$ cat config.mk
export PLATFORM = sky130hd
export DESIGN_NAME = heap_cmd_queue
export DESIGN_NICKNAME = d
export VERILOG_FILES = /design/src/rtl/heap_cmd_queue.sv
export SDC_FILE = /design/constraint.sdc
export NUM_CORES = 1
export LEC_CHECK = 0
export ABC_AREA = 1
export BUFFER_PORTS_ARGS = -buffer_cell sky130_fd_sc_hd__buf_2
export CORE_AREA = 5 5 71 106
export DETAILED_ROUTE_END_ITERATION = 7
export DIE_AREA = 0 0 76 111
export GPL_TIMING_DRIVEN = 0
export PLACE_DENSITY = 0.7
export SYNTH_ARGS = -nofsm -noshare
export SYNTH_HDL_FRONTEND = slang
export SYNTH_SLANG_ARGS = --single-unit
$ cat constraint.sdc
create_clock -name clk -period 3 [get_ports clk]
set_clock_uncertainty 0.1 [all_clocks]
set_input_delay 0.6 -clock clk [delete_from_list [all_inputs] [get_ports clk]]
set_output_delay 0.6 -clock clk [all_outputs]
set_load 0.02 [all_outputs]
$ cat src/rtl/heap_cmd_queue.sv
// heap_cmd_queue: command front-end for the heap engine.
//   Buffers push/pop commands in a DEPTH-entry FIFO and issues them to the heap
//   one at a time. The next command is not issued until heap_done comes back.
//   Pop results land in a result register with a valid flag. Illegal or
//   unserviceable commands set sticky error bits.
//
// Optional feature: define HEAP_CMD_TIMEOUT_EN to abort a WAIT that lasts
//   TIMEOUT cycles without heap_done (sets err[2]). Undefined: err[2] is 0 and
//   WAIT lasts indefinitely.
//
// Ports:
//   clk, reset              clock, synchronous active-high reset
//   cmd_wr/cmd_op/cmd_data  command enqueue (op 01=push, 10=pop)
//   cmd_full, cmd_count     FIFO status
//   res_rd/res_data/res_valid  pop result and its consume strobe
//   busy                    FSM active or FIFO non-empty
//   err, err_clr            sticky {timeout, overflow, illegal} and its clear
//   heap_push/heap_pop/heap_din  one-cycle strobes and operand to the heap
//   heap_dout/heap_size/heap_done  heap result, occupancy, completion pulse
module heap_cmd_queue #(
    parameter int DEPTH    = 4,
    parameter int AW       = 2,
    parameter int HEAP_MAX = 255,
    parameter int TIMEOUT  = 255
) (
    input  logic          clk,
    input  logic          reset,
    input  logic          cmd_wr,
    input  logic [1:0]    cmd_op,
    input  logic [7:0]    cmd_data,
    output logic          cmd_full,
    output logic [AW:0]   cmd_count,
    input  logic          res_rd,
    output logic [7:0]    res_data,
    output logic          res_valid,
    output logic          busy,
    output logic [2:0]    err,
    input  logic          err_clr,
    output logic          heap_push,
    output logic          heap_pop,
    output logic [7:0]    heap_din,
    input  logic [7:0]    heap_dout,
    input  logic [7:0]    heap_size,
    input  logic          heap_done
);

    localparam logic [1:0] StIdle  = 2'd0;
    localparam logic [1:0] StIssue = 2'd1;
    localparam logic [1:0] StWait  = 2'd2;

    localparam logic [1:0] OpPush = 2'b01;
    localparam logic [1:0] OpPop  = 2'b10;

    logic [9:0]    fifo_mem [DEPTH];
    logic [AW-1:0] wr_ptr_q, rd_ptr_q;
    logic [AW:0]   count_q, count_d;
    logic [1:0]    state_q, state_d;
    logic [1:0]    op_q;
    logic [7:0]    data_q;
    logic [7:0]    res_data_q;
    logic          res_valid_q;
    logic [2:0]    err_q, err_d;

    logic [1:0] head_op;
    logic [7:0] head_data;
    logic       wr_accept, overflow, deq, latch, illegal_set, capture, timeout_set;

    assign head_op   = fifo_mem[rd_ptr_q][9:8];
    assign head_data = fifo_mem[rd_ptr_q][7:0];
    assign cmd_full  = (count_q == (AW+1)'(DEPTH));
    assign wr_accept = cmd_wr && !cmd_full;
    // A write while full is dropped even if a dequeue frees a slot this cycle.
    assign overflow  = cmd_wr && cmd_full;

`ifdef HEAP_CMD_TIMEOUT_EN
    logic [7:0] tmo_q;

    always_ff @(posedge clk) begin
        if (reset || state_q != StWait) tmo_q <= 8'd0;
        else                            tmo_q <= tmo_q + 8'd1;
    end
`else
    logic unused_timeout;
    assign unused_timeout = ^TIMEOUT;
`endif

    always_comb begin
        state_d     = state_q;
        deq         = 1'b0;
        latch       = 1'b0;
        illegal_set = 1'b0;
        capture     = 1'b0;
        timeout_set = 1'b0;
        case (state_q)
            StIdle: begin
                if (count_q != '0) begin
                    if (head_op != OpPush && head_op != OpPop) begin
                        deq = 1'b1; illegal_set = 1'b1;
                    end else if (head_op == OpPop && heap_size == 8'd0) begin
                        deq = 1'b1; illegal_set = 1'b1;
                    end else if (head_op == OpPush && heap_size == 8'(HEAP_MAX)) begin
                        deq = 1'b1; illegal_set = 1'b1;
                    end else if (head_op == OpPop && res_valid_q) begin
                        // Hold the pop until the previous result is consumed.
                        deq = 1'b0;
                    end else begin
                        deq = 1'b1; latch = 1'b1; state_d = StIssue;
                    end
                end
            end
            StIssue: state_d = StWait;
            StWait: begin
                if (heap_done) begin
                    state_d = StIdle;
                    capture = (op_q == OpPop);
                end
`ifdef HEAP_CMD_TIMEOUT_EN
                else if (tmo_q == 8'(TIMEOUT - 1)) begin
                    state_d     = StIdle;
                    timeout_set = 1'b1;
                end
`endif
            end
            default: state_d = StIdle;
        endcase
    end

    always_comb begin
        count_d = count_q;
        if (wr_accept && !deq)      count_d = count_q + 1'b1;
        else if (!wr_accept && deq) count_d = count_q - 1'b1;
    end

    // Clear first, then OR in this cycle's events so a set wins over err_clr.
    assign err_d = (err_clr ? 3'b000 : err_q) | {timeout_set, overflow, illegal_set};

    always_ff @(posedge clk) begin
        if (wr_accept) fifo_mem[wr_ptr_q] <= {cmd_op, cmd_data};
    end

    always_ff @(posedge clk) begin
        if (reset) begin
            wr_ptr_q    <= '0;
            rd_ptr_q    <= '0;
            count_q     <= '0;
            state_q     <= StIdle;
            op_q        <= 2'b00;
            data_q      <= 8'd0;
            res_data_q  <= 8'd0;
            res_valid_q <= 1'b0;
            err_q       <= 3'b000;
        end else begin
            if (wr_accept) wr_ptr_q <= wr_ptr_q + 1'b1;
            if (deq)       rd_ptr_q <= rd_ptr_q + 1'b1;
            count_q <= count_d;
            state_q <= state_d;
            if (latch) begin
                op_q   <= head_op;
                data_q <= head_data;
            end
            if (capture) begin
                res_data_q  <= heap_dout;
                res_valid_q <= 1'b1;
            end else if (res_rd) begin
                res_valid_q <= 1'b0;
            end
            err_q <= err_d;
        end
    end

    assign cmd_count = count_q;
    assign res_data  = res_data_q;
    assign res_valid = res_valid_q;
    assign err       = err_q;
    assign heap_push = (state_q == StIssue) && (op_q == OpPush);
    assign heap_pop  = (state_q == StIssue) && (op_q == OpPop);
    assign heap_din  = data_q;
    assign busy      = (state_q != StIdle) || (count_q != '0);

endmodule
== Word level (Yosys, flattened, before mapping) ==
Memories as Yosys holds them, arrays and structs flattened. A register that Yosys moved wholly into a read port is not among the register bits.
Index checks and enable logic that the tools add are counted.

* Output and inout port bits: 27
* Memory bits (writable): 40
* Register bits after elaboration: 31
* Memories: 1
* Bits of input ports: 32
* Logic and storage cells: 86

* Mux-type cells: 34
* Eq/ne operators: 16
* Reductions and logical operators: 21
* $add $sub $neg: 4
* Bitwise logic cells: 1

{| class="wikitable"
|+ Memories
! name !! depth !! bits a word !! rd ports !! clocked after memory_dff !! wr ports !! RTL line !! text
|-
| fifo_mem || 4 || 10 || 1 || 1 || 1 || 54 || <nowiki>logic [9:0] fifo_mem [DEPTH];</nowiki>
|}

{| class="wikitable"
|+ Operators by type and width
! operator !! number
|-
| $mux 1 || 22
|-
| $mux 2 || 8
|-
| $ne 2x2->1 const B || 7
|-
| $logic_and 1x1->1 || 10
|-
| $mux 3 || 3
|-
| $eq 8x8->1 const B || 1
|-
| $logic_not 8->1 || 1
|-
| $eq 2x1->1 const B || 3
|-
| $eq 2x2->1 const B || 3
|-
| $pmux 2 s3 || 1
|-
| $reduce_and 6->1 || 1
|-
| $reduce_bool 2->1 || 3
|-
| $add 2x1->2 const B || 2
|-
| $add 3x1->3 const B || 1
|-
| $eq 3x3->1 const B || 1
|-
| $logic_not 1->1 || 3
|-
| $or 3x2->3 || 1
|-
| $reduce_bool 3->1 || 1
|-
| $sub 3x1->3 const B || 1
|-
| $logic_not 2->1 || 1
|-
| $ne 2x1->1 const B || 1
|-
| $logic_or 1x1->1 || 1
|}

== Logic depth before layout (Yosys ltp) ==
Gate-level depths: netlist (run 1).

* Depth in word-level cells: 11
* Mapped depth: 18
* Depth with buffers taken out: 17

== Worst setup path after synthesis (run 1) ==
No wires, ideal clock.

* Kind: flip-flop to flip-flop
* Start: reg (tool-made name)
* End: reg count_q[2] (netlist: cmd_count[2])
* Stages on the path, launching flop included: 17
* Setup time: 0.122 ns
* Data required time: 2.778 ns
* Slack: 0.299 ns
* Clock period less this slack: 2.701 ns
* Arrival time: 2.479 ns
* Path buffers: 1
* Cell sequence: dfxtp_1 -> inv_2 -> buf_6 -> a32oi_2 -> inv_1 -> ha_1 -> nor3b_1 -> nand2_2 -> nand4_1 -> nand2_1 -> ha_1 -> inv_1 -> fa_1 -> a21oi_1 -> o21ai_0 -> o21ai_0 -> a21oi_1

{| class="wikitable"
|+ RTL lines
! item !! RTL line !! text
|-
| end signal: assignment || 155 || <nowiki>count_q <= count_d;</nowiki>
|-
| end: declaration || 56 || <nowiki>logic [AW:0] count_q, count_d;</nowiki>
|}

==> run metrics, run 1 <==
status finished, final reports clean; setup violators final 0; H-tree depth 3; WL per Instance 13.56 um; final period utilization 91.46%; Worst Path Arrival 2.88 ns; leakage power 1.536 nW; Crit. End Element flop; pin count of the biggest net entering global routing 13; Die ar. 8436 sq um; Place WS -0.09724 ns; clk slew on worst S/H paths 0.07 ns; Sink Count 72; adder-cell share of the synthesized area 3.539%; Hold Path Class flop to flop; Clock Latency Late Sink 0.35 ns; initial antenna violation count 0; Synth Register Bits 72; die width 76 um; Slew Limit Headroom 35.10%; Post-DP HPWL 4.317 mm; layout cells sized above 1 30.75%; post-synthesis sequential area ratio 60.58%; number of global-route vias before repair 2205; Max Freq 364.5 MHz; Yosys top cell area share 39.51%; Routed WL 6.100 mm; Final nets 409; Die Ht 111 um; WP data required 3.14 ns; number of core rows 36; Post-Synth XOR/XNOR Area 0.2881%; GR Overflow Total 0; drt initial violations 90; most numerous cell in the Yosys netlist nor2_1; Synth Instances 298; buffers added on ports 56; I/O Pins 59; maxcap violations 0; Fin. Hold Viols 0; diodes inserted 0; main combinational cell family by area after synthesis simple AND/OR/NAND/NOR gates; Synth area leaders edfxtp_1, dfxtp_1, nor2_1; worst slew pin tran 0.9699 ns; Distinct cells, synth 32; core area 6441 sq um; total CTS buffers 9; Main synth FF type edfxtp_1; Synth async-reset ratio 0%; Worst IR Drop VDD 0.3755 mV; post-synth net total 338; Post-Synthesis Cell Area 3040 sq um; routed vias 2260; clk buf depth 2; mux cell area share after synthesis 0%; CTS tree yes; commonest cells in the synthesized netlist nor2_1, edfxtp_1, dfxtp_1; wire length of the first global-routing pass 10.23 mm; crit path max fanout 10; syn_area_per_cell 10.20 sq um; root buffer cell clkbuf_8; Final Worst Setup Slack 0.2562 ns; Yosys top cell by area edfxtp_1; gr usage total 15.20%; DR pass1 iterations 4; PD cells 986.0 nW/um^2; Via density 5.022; CP Launch Type flop; post-cts hold buffer count 0; Worst Hold Slack 0.3637 ns; residual DRC count 0; simple logic cell fraction of the synthesized area 16.63%; Max Slew Vio Count 0; area grow syn2layout 20.33%; RD Place Congestion 0.7819; number of enable flip-flop cells after synthesis 40; Syn. warnings 0; initial core utilization 47.20%; WS Path Type flop to flop; Compound-Gate Fraction of Synth Area 12.55%; remaining antenna violation count 0; fin crit period 2.744 ns
==> cells in the final DEF (no fill, tap or decap), types with 3 or more instances in the layout <==
master	count
edfxtp_1	40
nor2_1	49
nand2_2	10
ha_1	7
nand3_1	15
inv_1	28
buf_2	60
nand2_1	25
buf_6	3
dfxtp_1	31
clkbuf_8	9
a21oi_2	9
o21ai_0	28
a21oi_1	14
o22ai_1	8
buf_4	6
==> area by class of cell <==
class,count,area [sq um]
clock buffer,11,131.4
inverter,30,112.6
timing repair buffer,60,310.3
clock inverter,5,57.56
buffer,12,91.34
tap,76,95.09
multi-input combinational,184,1015
fill,573,2783
sequential,72,1846
==> worst max-delay path: stages, from the launching register on <==
cell	delay, ns
dfxtp_4	0.40
inv_2	0.06
buf_6	0.14
a32oi_2	0.30
inv_1	0.07
ha_1	0.18
inv_1	0.05
nor2_1	0.04
nand3_1	0.12
nand4_1	0.14
nand2_1	0.09
ha_1	0.13
inv_1	0.07
fa_2	0.34
a21oi_1	0.14
o21ai_1	0.09
o21ai_1	0.13
a21oi_1	0.05
==> power breakdown <==
group	switching, mW	internal (mW)	total, mW	leakage, nW
registers	0.110	1.23	1.34	0.629
logic	0.938	0.590	1.53	0.810
clock network	0.359	0.385	0.743	0.0973
total	1.41	2.20	3.61	1.54
==> registers in the layout (all words and copies together), names as in the netlist, 3 cells and up, named ones only <==
register,count
fifo_mem,40
heap_din,8
res_data,8
cmd_count,3
==> per-stage QoR <==
stage                     power, mW  std cells  instance area [sq um]  utilization [%]    TNS, ns
after detailed placement      2.827        430                   3416            53.03   -0.09724
after global placement        2.793        430                   3416            53.03   -0.07779
after CTS                     3.592        447                   3616            56.14          0
after floorplan               2.456        298                   3040                -          0
final                         3.607        450                   3659            56.80          0
after global routing          3.865        450                   3659            56.80  -0.008134
==> cell families after synthesis <==
group,after synthesis
AOI/OAI and AO/OA,63
xor gates and xnor gates,1
adders and majority gates,8
buffers and inverters,42
DFF,72
other,1
and+or+nand+nor,111
==> what timing repair did <==
action,4_1_cts,5_1_grt
buffers inserted,1,3
pin swaps,1,2
endpoints found under the setup margin,1,2
gates resized for setup,2,9
hold endpoints to repair,0,0
==> worst paths after layout <==
kind                                                   to  depth (start not counted)                startpoint  slack [ns]
worst min-delay path             heap_din[5]$_SDFFE_PP0P_                          2  heap_din[5]$_SDFFE_PP0P_        0.36
worst max-delay path            cmd_count[2]$_SDFFE_PP0P_                         17                      flop        0.26
worst max register to register  cmd_count[2]$_SDFFE_PP0P_                         17                      flop        0.26
worst min register to register   heap_din[5]$_SDFFE_PP0P_                          2  heap_din[5]$_SDFFE_PP0P_        0.36
==> metal layers <==
layer | track usage [%] | up-vias | wire (um)
met5 | 0 | - | 0
met4 | 8.907 | 0 | 135
met3 | 4.715 | 10 | 373
met2 | 25.23 | 68 | 3175
met1 | 16.83 | 1033 | 2417
li1 | - | 1149 | -
Power figures use the tool's default switching activity.
==> run 2, diff against run 1 <==
--- a/config.mk
+++ b/config.mk
@@ -8,10 +8,11 @@
 export ABC_AREA = 1
 export BUFFER_PORTS_ARGS = -buffer_cell sky130_fd_sc_hd__buf_2
 export CORE_AREA = 5 5 71 106
+export CTS_BUF_LIST = sky130_fd_sc_hd__clkbuf_8
 export DETAILED_ROUTE_END_ITERATION = 7
 export DIE_AREA = 0 0 76 111
 export GPL_TIMING_DRIVEN = 0
-export PLACE_DENSITY = 0.7
+export PLACE_DENSITY = 0.72
 export SYNTH_ARGS = -nofsm -noshare
 export SYNTH_HDL_FRONTEND = slang
 export SYNTH_SLANG_ARGS = --single-unit
==> run metrics, run 2 (synthesis gave the netlist of run 1 again) <==
status finished, final reports clean; pin count of the biggest net entering global routing 14 (+1); Die ar. 8436 sq um (unchanged); area grow syn2layout 22.43%; die width 76 um (unchanged); Routed WL 6.129 mm (+0.48%); drt initial violations 98 (+8.9%); CTS tree yes; worst slew pin tran 0.9556 ns (-0.01432 ns); Worst Hold Slack 0.3610 ns (-0.002749 ns); wire length of the first global-routing pass 10.46 mm (+2.3%); Internal Power 2.332 mW (+6.0%); clk buf depth 2 (unchanged); initial antenna violation count 0 (unchanged); Clock Latency Late Sink 0.35 ns (about the same); Net Sw Frac 37.72% (-1.3 points); multi-input combinational cell area 1030 sq um (+1.5%); Final Worst Setup Slack 0.1850 ns (-0.07124 ns); Biggest register fifo_mem; FF/Latch Area 1847 sq um (about the same); WP data required 3.14 ns (about the same); Worst IR Drop VDD 0.4044 mV (+7.7%); Max Freq 355.2 MHz (-2.5%); clk slew on worst S/H paths 0.08 ns (about the same); Comb pwr share 42.9% (+0.5 points); total CTS buffers 9 (unchanged); Place WS -0.1730 ns (-0.07572 ns); gr usage total 15.61% (+0.41 points); Post-DP HPWL 4.415 mm (+2.3%); PD cells 1006 nW/um^2 (+2.0%); number of global-route vias before repair 2319 (+5.2%); CP Launch Type flop; residual DRC count 0 (unchanged); remaining antenna violation count 0 (unchanged); fin crit period 2.815 ns (+0.07124 ns); leakage power 1.571 nW (+2.2%); final period utilization 93.83% (+2.4 points); fill cell count 539 (-5.9%); initial core utilization 47.20% (unchanged); RD Place Congestion 0.7906 (+1.1%); most frequent cells in the layout buf_2, nor2_1, edfxtp_1, inv_1, dfxtp_1; sw power 1.412 mW (+0.35%); crit path max fanout 5 (-5); setup violators final 0 (unchanged); Sink Count 72 (unchanged); layout cells sized above 1 31.83% (+1.1 points); I/O Pins 59 (unchanged); Final nets 412 (+0.73%); post-cts hold buffer count 0 (unchanged); Fin. Hold Viols 0 (unchanged); DR pass1 iterations 4 (unchanged); GR Overflow Total 0 (unchanged); Flop pwr share 35.4% (-1.6 points); Clock power frac 21.7% (+1.1 points); routed vias 2222 (-1.7%); WL per Instance 13.53 um (-0.19%); maxcap violations 0 (unchanged); Worst Path Arrival 2.95 ns (+0.07 ns); Via density 4.905 (-2.3%); Crit. End Element flop; number of core rows 36 (unchanged); Hold Path Class input pin to flop; H-tree depth 3 (unchanged); Die Ht 111 um (unchanged); WS Path Type flop to flop; commonest non-fill, non-tap cell in the layout buf_2; diodes inserted 0 (unchanged); root buffer cell clkbuf_8; max FFs per register 40 (unchanged); Slew Limit Headroom 36.06% (+0.96 points); core area 6441 sq um (unchanged); Max Slew Vio Count 0 (unchanged); buffers added on ports 56 (unchanged)
## run 2: cell count changes in the layout (fill, tap and decap cells not counted), sizes merged
cell,previous run,this run
clkinv,5,4
inv,29,31
buf,72,75
bufinv,1,2
clkbuf,11,9
## run 2: metrics by stage
step | cells | area [sq um] | TNS, ns | total power, mW | util (%)
floorplan | 298 | 3040 | 0 | 2.456 | -
global placement | 430 | 3416 | -0.1068 | 2.800 | 53.03
detailed placement | 430 | 3416 | -0.1730 | 2.824 | 53.03
CTS | 448 | 3654 | 0 | 3.687 | 56.72
global route | 453 | 3722 | -0.02143 | 4.026 | 57.79
finish | 453 | 3722 | 0 | 3.744 | 57.79
## run 2: worst max-delay path, stage by stage, from the launching register on
cell and delay [ns]:
dfxtp_2 0.34, inv_1 0.08, buf_6 0.11, nand2_1 0.09
a32oi_4 0.24, buf_4 0.15, ha_1 0.15, nand2_1 0.06
inv_1 0.10, nand4_1 0.18, nand2_1 0.12, ha_1 0.14
inv_1 0.07, fa_2 0.35, a21oi_1 0.15, o21ai_1 0.11
o21ai_1 0.13, a21oi_1 0.05
## run 2: power by group through the flow
| stage | logic (mW) | clock network, mW | registers, mW |
|---|---|---|---|
| after floorplan | 1.03 | 0 | 1.42 |
| after global placement | 1.45 | 0 | 1.35 |
| after detailed placement | 1.47 | 0 | 1.35 |
| after CTS | 1.52 | 0.832 | 1.33 |
| after global routing | 1.81 | 0.871 | 1.35 |
| final | 1.60 | 0.814 | 1.33 |
## run 2: what timing repair did
item	in CTS	in global routing
resized for setup	4	10
pin swaps	3	6
setup endpoints to repair	2	2
setup buffers	2	5
## run 2: worst paths after layout
kind | from | end | slack [ns] | cells past startpoint
worst max-delay path | flop | cmd_count[2]$_SDFFE_PP0P_ | 0.19 | 17
worst min-delay path | cmd_data[1] | fifo_mem[0][1]$_DFFE_PP_ | 0.36 | 1
worst max register to register | flop | cmd_count[2]$_SDFFE_PP0P_ | 0.19 | 17
worst min register to register | heap_din[6]$_SDFFE_PP0P_ | heap_din[6]$_SDFFE_PP0P_ | 0.36 | 2
## run 2: area by class of cell
type	instances	share of cell area, %
well taps	76	2.555
clock buffers	9	3.328
inverters	30	3.025
multi-input cells	184	27.66
plain buffers	12	2.454
repair buffers	63	8.941
flip-flops and latches	72	49.61
clock inverters	7	2.420
## run 2: per-layer routing
metal / part of all wire [%] / global-route usage [%] / vias up / routed length, um
met5: 0 / 0 / - / 0
met1: 40 / 15.69 / 1005 / 2427
met2: 52 / 27.52 / 64 / 3160
li1: - / - / 1145 / -
met3: 6.7 / 5.366 / 8 / 411
met4: 2.1 / 8.670 / 0 / 130
